## config.mk

```make
export PLATFORM = sky130hd
export DESIGN_NAME = grid_scan
export DESIGN_NICKNAME = d
export VERILOG_FILES = /design/src/rtl/grid_pkg.sv /design/src/rtl/grid_scan_timer.sv /design/src/rtl/grid_scan.sv
export SDC_FILE = /design/constraint.sdc
export NUM_CORES = 1
export LEC_CHECK = 0
export ABC_AREA = 1
export CORE_MARGIN = 5
export CORE_UTILIZATION = 53
export CTS_CLUSTER_DIAMETER = 100
export CTS_CLUSTER_SIZE = 20
export DETAILED_ROUTE_END_ITERATION = 6
export PLACE_DENSITY = 0.87
export SLEW_MARGIN = 20
export SYNTH_ARGS = -nofsm -noshare
export SYNTH_HDL_FRONTEND = slang
export SYNTH_SLANG_ARGS = --single-unit
```

## constraint.sdc

```tcl
create_clock -name clk -period 2.15 [get_ports clk]
set_input_delay 0.43 -clock clk [delete_from_list [all_inputs] [get_ports clk]]
set_output_delay 0.43 -clock clk [all_outputs]
set_load 0.1 [all_outputs]
```

## src/rtl/grid_pkg.sv

```systemverilog
// ----------------------------------------------------------------------------
// grid_pkg
// Types and constants shared by the Game-of-Life cell matrix and the
// grid_scan LED driver.
//   GRID_N        : array edge length (8)
//   grid_t        : [0:GRID_N-1][0:GRID_N-1] live-cell array, grid[r][c]
//   row_t         : one row / column drive vector, [0:GRID_N-1]
//   scan_state_t  : scan FSM states
//   max3()        : helper for sizing the dwell/blank timer
// ----------------------------------------------------------------------------
package grid_pkg;

    localparam int GRID_N = 8;
    localparam int ROW_W  = $clog2(GRID_N);

    typedef logic [0:GRID_N-1][0:GRID_N-1] grid_t;
    typedef logic [0:GRID_N-1]             row_t;

    typedef enum logic [1:0] {
        S_LOAD,
        S_BLANK,
        S_SHOW
    } scan_state_t;

    function automatic int unsigned max3(input int unsigned a,
                                         input int unsigned b,
                                         input int unsigned c);
        int unsigned m;
        m = a;
        if (b > m) m = b;
        if (c > m) m = c;
        return m;
    endfunction

endpackage

```

## src/rtl/grid_scan_timer.sv

```systemverilog
// ----------------------------------------------------------------------------
// scan_timer
// Loadable down-counter with zero flag. Counts down by one per cycle and
// parks at zero; a load overrides counting.
//   clk      : clock, rising edge
//   _rst     : synchronous active-low reset (count -> 0)
//   i_load   : load i_value this cycle
//   i_value  : reload value
//   o_zero   : count is zero (last cycle of the current interval)
// ----------------------------------------------------------------------------
module scan_timer #(
    parameter int W = 4
) (
    input  logic         clk,
    input  logic         _rst,
    input  logic         i_load,
    input  logic [W-1:0] i_value,
    output logic         o_zero
);

    logic [W-1:0] r_count;

    always_ff @(posedge clk) begin
        if (!_rst) begin
            r_count <= '0;
        end else if (i_load) begin
            r_count <= i_value;
        end else if (r_count != '0) begin
            r_count <= r_count - 1'b1;
        end
    end

    assign o_zero = (r_count == '0);

endmodule

```

## src/rtl/grid_scan.sv

```systemverilog
// ----------------------------------------------------------------------------
// grid_scan
// Row-multiplexed 8x8 LED driver. Captures a tear-free snapshot of the cell
// matrix once per frame (LOAD), then for each row blanks all rows for
// BLANK_CYCLES cycles and lights the row for ROW_DWELL cycles.
//   clk        : clock, rising edge
//   _rst       : synchronous active-low reset
//   en         : scan enable; low blanks the display and restarts the frame
//   grid       : live-cell array from the matrix, grid[r][c]
//   row_sel    : one-hot row drive, active-high, zero while blanking
//   col_data   : column drive of the lit row, col_data[c] = snap[r][c]
//   frame_done : one-cycle pulse in the LOAD cycle after a completed frame
//   stable     : last two snapshots identical (GRID_STABLE_EN), else 0
// Optional feature macro: GRID_STABLE_EN
// ----------------------------------------------------------------------------
module grid_scan
    import grid_pkg::*;
#(
    parameter int ROW_DWELL    = 1000,
    parameter int BLANK_CYCLES = 2
) (
    input  logic  clk,
    input  logic  _rst,
    input  logic  en,
    input  grid_t grid,
    output row_t  row_sel,
    output row_t  col_data,
    output logic  frame_done,
    output logic  stable
);

    localparam int unsigned T_MAX = max3(ROW_DWELL, BLANK_CYCLES, 1);
    localparam int          TW    = $clog2(T_MAX + 1);

    localparam logic [TW-1:0]    DWELL_LD = TW'(ROW_DWELL - 1);
    localparam logic [TW-1:0]    BLANK_LD = (BLANK_CYCLES > 0) ? TW'(BLANK_CYCLES - 1) : '0;
    localparam logic [ROW_W-1:0] LAST_ROW = ROW_W'(GRID_N - 1);
    localparam logic [ROW_W-1:0] ROW_ONE  = ROW_W'(1);

    scan_state_t      r_state, w_state_n;
    logic [ROW_W-1:0] r_row, w_row_n;
    grid_t            r_snap, w_snap_n;
    row_t             r_row_sel, r_col_data;
    row_t             w_row_sel_n, w_col_n;
    logic             r_frame_done, w_done_n;
    logic             w_capture;
    logic             w_load;
    logic [TW-1:0]    w_load_val;
    logic             w_tmr_zero;

    scan_timer #(
        .W (TW)
    ) u_timer (
        .clk     (clk),
        ._rst    (_rst),
        .i_load  (w_load),
        .i_value (w_load_val),
        .o_zero  (w_tmr_zero)
    );

    always_ff @(posedge clk) begin
        if (!_rst) begin
            r_state      <= S_LOAD;
            r_row        <= '0;
            r_snap       <= '0;
            r_row_sel    <= '0;
            r_col_data   <= '0;
            r_frame_done <= 1'b0;
        end else begin
            r_state      <= w_state_n;
            r_row        <= w_row_n;
            r_snap       <= w_snap_n;
            r_row_sel    <= w_row_sel_n;
            r_col_data   <= w_col_n;
            r_frame_done <= w_done_n;
        end
    end

    always_comb begin
        w_state_n  = r_state;
        w_row_n    = r_row;
        w_capture  = 1'b0;
        w_load     = 1'b0;
        w_load_val = '0;
        w_done_n   = 1'b0;

        if (!en) begin
            w_state_n = S_LOAD;
            w_row_n   = '0;
            w_load    = 1'b1;
        end else begin
            case (r_state)
                S_LOAD: begin
                    w_capture = 1'b1;
                    w_row_n   = '0;
                    w_load    = 1'b1;
                    if (BLANK_CYCLES > 0) begin
                        w_state_n  = S_BLANK;
                        w_load_val = BLANK_LD;
                    end else begin
                        w_state_n  = S_SHOW;
                        w_load_val = DWELL_LD;
                    end
                end
                S_BLANK: begin
                    if (w_tmr_zero) begin
                        w_state_n  = S_SHOW;
                        w_load     = 1'b1;
                        w_load_val = DWELL_LD;
                    end
                end
                S_SHOW: begin
                    if (w_tmr_zero) begin
                        w_load = 1'b1;
                        if (r_row == LAST_ROW) begin
                            w_state_n = S_LOAD;
                            w_done_n  = 1'b1;
                        end else begin
                            w_row_n = r_row + ROW_ONE;
                            if (BLANK_CYCLES > 0) begin
                                w_state_n  = S_BLANK;
                                w_load_val = BLANK_LD;
                            end else begin
                                w_state_n  = S_SHOW;
                                w_load_val = DWELL_LD;
                            end
                        end
                    end
                end
                default: begin
                    w_state_n = S_LOAD;
                    w_row_n   = '0;
                end
            endcase
        end

        w_snap_n = w_capture ? grid : r_snap;

        // Drives are computed from the next state so they change on the same
        // edge as the state; with no blanking the first row shows the grid
        // being captured on that very edge.
        w_row_sel_n = '0;
        w_col_n     = '0;
        if (w_state_n == S_SHOW) begin
            w_row_sel_n[w_row_n] = 1'b1;
            w_col_n              = w_snap_n[w_row_n];
        end
    end

    assign row_sel    = r_row_sel;
    assign col_data   = r_col_data;
    assign frame_done = r_frame_done;

`ifdef GRID_STABLE_EN
    grid_t r_prev;
    logic  r_primed;
    logic  r_valid;

    // r_primed marks that a capture has happened since reset / en rising;
    // r_valid qualifies the snap/prev comparison, so stable only changes on
    // a LOAD edge and is forced low for the first capture of a run.
    always_ff @(posedge clk) begin
        if (!_rst) begin
            r_prev   <= '0;
            r_primed <= 1'b0;
            r_valid  <= 1'b0;
        end else if (!en) begin
            r_primed <= 1'b0;
        end else if (w_capture) begin
            r_prev   <= r_snap;
            r_valid  <= r_primed;
            r_primed <= 1'b1;
        end
    end

    assign stable = r_valid && (r_snap == r_prev);
`else
    assign stable = 1'b0;
`endif

endmodule

```

After elaboration in Yosys (flattened, before gate mapping)
Index checks and enable logic that the tools add are counted.
- register bits: 96
- bits in latches: 0
- memory bits (writable): 0
- bits in read-only memories: 0
- bits of input ports: 67
- output and inout bits: 18
- word-level logic and storage cells: 59
- memories: 0
- add/sub/neg operators: 2
- multipliers: 0
- divide/modulo/power cells: 0
- $lt $le $gt $ge: 2
- equality and inequality tests: 4
- shift operators: 0
- muxes and demuxes: 28
- bitwise operators: 1
- reduce and logical (&&, ||, !) cells: 8
- operators with widths (cell ; number):
    $mux W64 ; 1
    $mux W10 ; 4
    $pmux W10 S3 ; 1
    $bmux W8 S3 ; 1
    $mux W8 ; 2
    $logic_not A10 Y1 ; 1
    $reduce_bool A10 Y1 ; 1
    $sub A10 B1 Y10 const B ; 1
    $mux W1 ; 9
    $mux W3 ; 3
    $mux W2 ; 3
    $pmux W2 S3 ; 1
    $pmux W3 S2 ; 1
    $eq A2 B2 Y1 const B ; 2
    $ge A4 B4 Y1 const B ; 1
    $lt A4 B1 Y1 const B ; 1
    $not A3 Y4 ; 1
    $reduce_and A4 Y1 ; 1
    $add A3 B1 Y3 const B ; 1
    $demux W1 S3 ; 1
    $eq A3 B3 Y1 const B ; 1
    $eq A2 B1 Y1 const B ; 1
    $logic_not A2 Y1 ; 1
    $pmux W1 S2 ; 1
    4 further kinds ; 4

Longest topological paths before layout
Gate-level depths: netlist of run 1.
- depth in word-level cells: 10
- depth in mapped cells: 16
- depth with buffers taken out: 14

Cells and area by module
From an unflattened synthesis of run 1, not the netlist that was laid out.
- cells, all modules: 710
- area, all modules: 4753.3 um^2
- modules (own cells, without submodules) (module ; times used ; cells each ; area an instance (um^2) ; sequential area each (um^2)):
    grid_scan ; 1 ; 599 ; 4082.7 ; 1721.7
    scan_timer ; 1 ; 111 ; 670.6 ; 200.2

Worst setup path after synthesis of run 1
No wires, ideal clock.
- path type: register -> register
- start point: register u_timer.r_count[0]
- end point: register r_col_data[5], in the netlist col_data[5]
- setup time: 0.118 ns
- data arrival time: 1.761 ns
- slack: 0.271 ns
- stages on the path, launching flop included: 16
- buffers on the path: 2
- clock period less this slack: 1.879 ns
- path through: dfxtp_1 > inv_1 > ha_1 > nand2_2 > nor2_8 > nand4_2 > nand2_2 > nand2_1 > buf_4 > buf_6 > nand2_1 > nand2_1 > nand2_1 > nand2_1 > nor2_1 > nor2_1
- longest elaborated chain between the ends: 8
- elaborated cells on any way between the ends: 14
- those cells by class: 1 x eq/ne; 10 x mux; 1 x bitwise; 2 x reduce/logical
- RTL lines (item ; RTL line ; RTL):
    from (decl) ; grid_scan_timer.sv:21 ; logic [W-1:0] r_count;
    from (signal assigned) ; grid_scan_timer.sv:27 ; r_count <= i_value;
    from (signal assigned) ; grid_scan_timer.sv:29 ; r_count <= r_count - 1'b1;
    $logic_not A10 Y1 (*) ; grid_scan_timer.sv:33 ; assign o_zero = (r_count == '0);
    $mux W3 ; grid_scan.sv:113 ; if (w_tmr_zero) begin
    $pmux W3 S2 ; grid_scan.sv:92 ; case (r_state)
    $mux W3 ; grid_scan.sv:87 ; if (!en) begin
    $not A3 Y4 (not written as such) ; grid_scan.sv:146 ; w_col_n = w_snap_n[w_row_n];
    $bmux W8 S3 ; grid_scan.sv:146 ;
    $mux W8 (not written as such) (2 in a row) ; grid_scan.sv:146 ;
    to (signal assigned) ; grid_scan.sv:74 ; r_col_data <= w_col_n;
    to (decl) ; grid_scan.sv:43 ; row_t r_row_sel, r_col_data;
Mark *: on every way between the ends. The rest lies on a longest branch, timed or not. The select of a mux whose other input is x is not followed.
A chain may end at the register's enable or synchronous reset.

Final worst setup path of run 1
- start point: register u_timer.r_count[0]
- end point: register r_col_data[2], in the netlist col_data[2]
Same word-level chain as after synthesis.

==> summary.md, run 1 <==
| Metric | Value |
|---|---|
| # DRC | `0` |
| Clock power share | `0.259` |
| Pwr per Cell Area | `673 nW/µm²` |
| Total number of vias | `4381` |
| Largest net degree at the start of global routing | `69` |
| Initial antenna violation count | `0` |
| Ports | `85` |
| Final WL | `11.2 mm` |
| Logic gate share of total power | `0.252` |
| Crit path launch type | `register` |
| Mapped Nets | `748` |
| Post-DR vias/cell | `4.99` |
| Post-synthesis register bit count | `96` |
| Mapped Area | `4670 µm²` |
| TritonCTS clock tree | `built` |
| Final worst slack | `0.153 ns` |
| CTS sink count | `96` |
| Clock latency on the worst-skew pair | `0.36 ns` |
| Multi-input gate area | `2270 µm²` |
| CP Data Arrival Time | `2.25 ns` |
| Worst Clk Skew | `0.00904 ns` |
| R2R depth | `14` |
| Area post-placement | `5640 µm²` |
| Final HPWL DP | `8.29 mm` |
| Setup crit end kind | `register` |
| Pins Over Slew Limit | `0` |
| WHS Path Cells | `2` |
| Fin cells | `878` |
| Post-CTS Hold Buffers | `0` |
| Seq/Total Area, Yosys | `0.411` |
| FF/Latch Area | `1920 µm²` |
| Leakage | `3.03 nW` |
| Final Total Pwr | `3.97 mW` |
| Min-delay worst type | `reg2reg` |
| Max VDD drop | `0.357 mV` |
| N_diodes | `0` |
| First-pass GRT wire length | `18.9 mm` |
| Synth Warn # | `0` |
| Initial Utilization | `0.541` |
| CTS Buffer Depth | `2` |
| Clock Tree Root | `clkbuf_8` |
| Flop2flop setup slack | `0.15 ns` |
| DIE WIDTH | `104 µm` |
| WP data required | `2.40 ns` |
| Internal power | `2.73 mW` |
| Post-route cell area | `5900 µm²` |
| Filler cells | `702` |
| Final hold violation count | `0` |
| Worst slack, placed | `-0.0706 ns` |
| CTS clk-pin slew, worst paths | `0.09 ns` |
| Switching Power | `1.24 mW` |
| Total gr overflow | `0` |
| Reg2reg start | `u_timer.r_count[0]` |
| Maxcap violations | `0` |
| CP Max Fanout | `16` |
| Port Buffers | `83` |
| Hold Crit Endpoint | `r_snap[51]` |
| Placed cells | `856` |
| Avg WL per Cell | `12.7 µm` |
| Fmax | `501 MHz` |
| Layout cells sized above 1 | `0.116` |
| Row count | `34` |
| Fin util | `0.684` |
| Switching portion of total power | `0.312` |
| Hold path startpoint | `r_snap[51]` |
| Antenna Nets Post-Route | `0` |
| Iter 0 DRT Violations | `234` |
| Total Neg Setup Slack | `0 ns` |
| Status | `finished, final reports clean` |
| Setup CP Type | `reg2reg` |
| Total core area | `8640 µm²` |
| Gpl congestion | `0.859` |
| Area grow syn2layout | `26.4%` |
| Setup Viol. Count Final | `0` |
| Critical R2R Capture | `col_data[2]` |
| Netlist cell types | `32` |
| Vias in the first global route | `4350` |
| Die area | `10800 µm²` |
| CTS H-Tree Depth | `3` |
| Total GRT Usage | `0.206` |
| Seq pwr share | `0.489` |
| CTS buffer count | `9` |
| Die H | `104 µm` |
| Final Cycle Share | `0.929` |
| Syn Area/Cell | `6.92 µm²` |
| DRT Pass-1 Iters | `5` |
| Tmin final | `2.00 ns` |
| Final Hold Slack | `0.499 ns` |
| Syn Inst Count | `675` |
| Post-layout nets | `839` |
## cell type report
class                      instances  share of cell area
multi-input combinational        444               0.384
sequential                        96               0.326
timing repair buffer             108               0.172
inverter                         107              0.0680
tap                              108              0.0229
clock buffer                       9              0.0210
clock inverter                     6             0.00636
## critical path, stage by stage (launching register included)
cell     delay, ns
dfxtp_1       0.32
inv_1         0.07
ha_2          0.22
nand2_2       0.12
nor2_8        0.17
nand4_4       0.12
nand2_4       0.15
nand2_1       0.08
buf_4         0.20
nand2_1       0.09
nand2_1       0.06
nand2_1       0.07
nand2_1       0.06
nor2_1        0.10
nor2_1        0.04
## cells in the final DEF (no fill, tap or decap), types with 14 or more instances in the layout
master	Yosys	routed
clkdlybuf4s50_1	0	66
mux2i_1	24	24
nand3_1	15	14
nand3b_1	24	24
inv_1	100	100
buf_4	2	39
o21ai_0	43	43
dfxtp_1	96	94
nand2_1	179	176
nor2_1	101	101
## power by group through the flow
stage	combinational (mW)	sequential [mW]	clock, mW
6_report	1.00	1.94	1.03
5_1_grt	1.13	1.96	1.12
4_1_cts	0.983	1.94	1.05
3_5_place_dp	0.976	1.98	0
3_3_place_gp	0.951	1.98	0
2_1_floorplan	0.652	1.99	0
## how the worst max path moves through the flow
stage,start,end,slack [ns],cells after the start
after floorplan,u_timer.r_count[0],col_data[5],0.27,15
final,u_timer.r_count[0],col_data[2],0.15,14
after global routing,r_state[0],col_data[6],-0.04,14
after CTS,u_timer.r_count[0],col_data[6],0.02,14
after detailed placement,en,col_data[6],-0.07,11
after global placement,en,col_data[5],-0.04,10
## state kept, by name, summed over array words and instances, names as in the netlist
name and flops:
r_snap 64, u_timer.r_count 10, row_sel 8, frame_done 1, col_data 8, r_row 3, r_state 2
## routing by layer
layer,track usage,vias up,routed length [µm]
met5,0,-,0
met4,0.0749,0,259
met3,0.0397,28,571
met2,0.359,150,5550
met1,0.251,1966,4790
li1,-,2237,-
## synthesized netlist by cell type
cell / count / share of area
conb_1: 1 / 0.00080
a21oi_2: 1 / 0.0019
nand4_1: 5 / 0.0067
buf_2: 8 / 0.0086
nor2_8: 1 / 0.0043
nand3b_1: 24 / 0.039
buf_4: 2 / 0.0032
clkbuf_1: 18 / 0.014
nor4_4: 1 / 0.0046
o21ai_0: 43 / 0.046
nand2_2: 4 / 0.0054
xor2_1: 5 / 0.0094
nand4_2: 1 / 0.0027
xnor2_1: 2 / 0.0038
nor3_1: 8 / 0.0086
dfxtp_1: 96 / 0.41
nand2_4: 1 / 0.0024
ha_1: 6 / 0.016
nor2_1: 101 / 0.081
a21oi_1: 10 / 0.011
inv_1: 100 / 0.080
nor2_2: 2 / 0.0027
nor2_4: 2 / 0.0048
mux2i_1: 24 / 0.051
o21ai_1: 1 / 0.0011
buf_6: 2 / 0.0048
nor4_1: 2 / 0.0027
o211ai_1: 1 / 0.0016
inv_2: 7 / 0.0056
nand2_1: 179 / 0.14
nand3_1: 15 / 0.016
nor3_2: 2 / 0.0043
## cell families (layout without fill, tap and decap cells)
family          Yosys count  count (layout)  share of synthesized area
compound gates           56              56                     0.0613
flops                    96              96                      0.411
buf+inv                 137             230                      0.117
other cells               1               1                   0.000803
mux                      24              24                     0.0514
xor+xnor                  7               7                     0.0131
fa+ha+maj                 6               6                     0.0161
simple gates            348             350                      0.329
## timing repair
item / 4_1_cts / 5_1_grt
buffers inserted: 0 / 5
gates resized for setup: 0 / 12
endpoints found under the setup margin: 0 / 19
Note: power is estimated with default switching activity, not from simulation.
==> run 2: changes to the inputs <==
--- a/config.mk
+++ b/config.mk
@@ -12,6 +12,7 @@
 export CTS_CLUSTER_SIZE = 20
 export DETAILED_ROUTE_END_ITERATION = 6
 export PLACE_DENSITY = 0.87
+export RECOVER_POWER = 25
 export SLEW_MARGIN = 20
 export SYNTH_ARGS = -nofsm -noshare
 export SYNTH_HDL_FRONTEND = slang
==> results of run 2 <==
Final layout, timing and power as in run 1 (identical DEF).
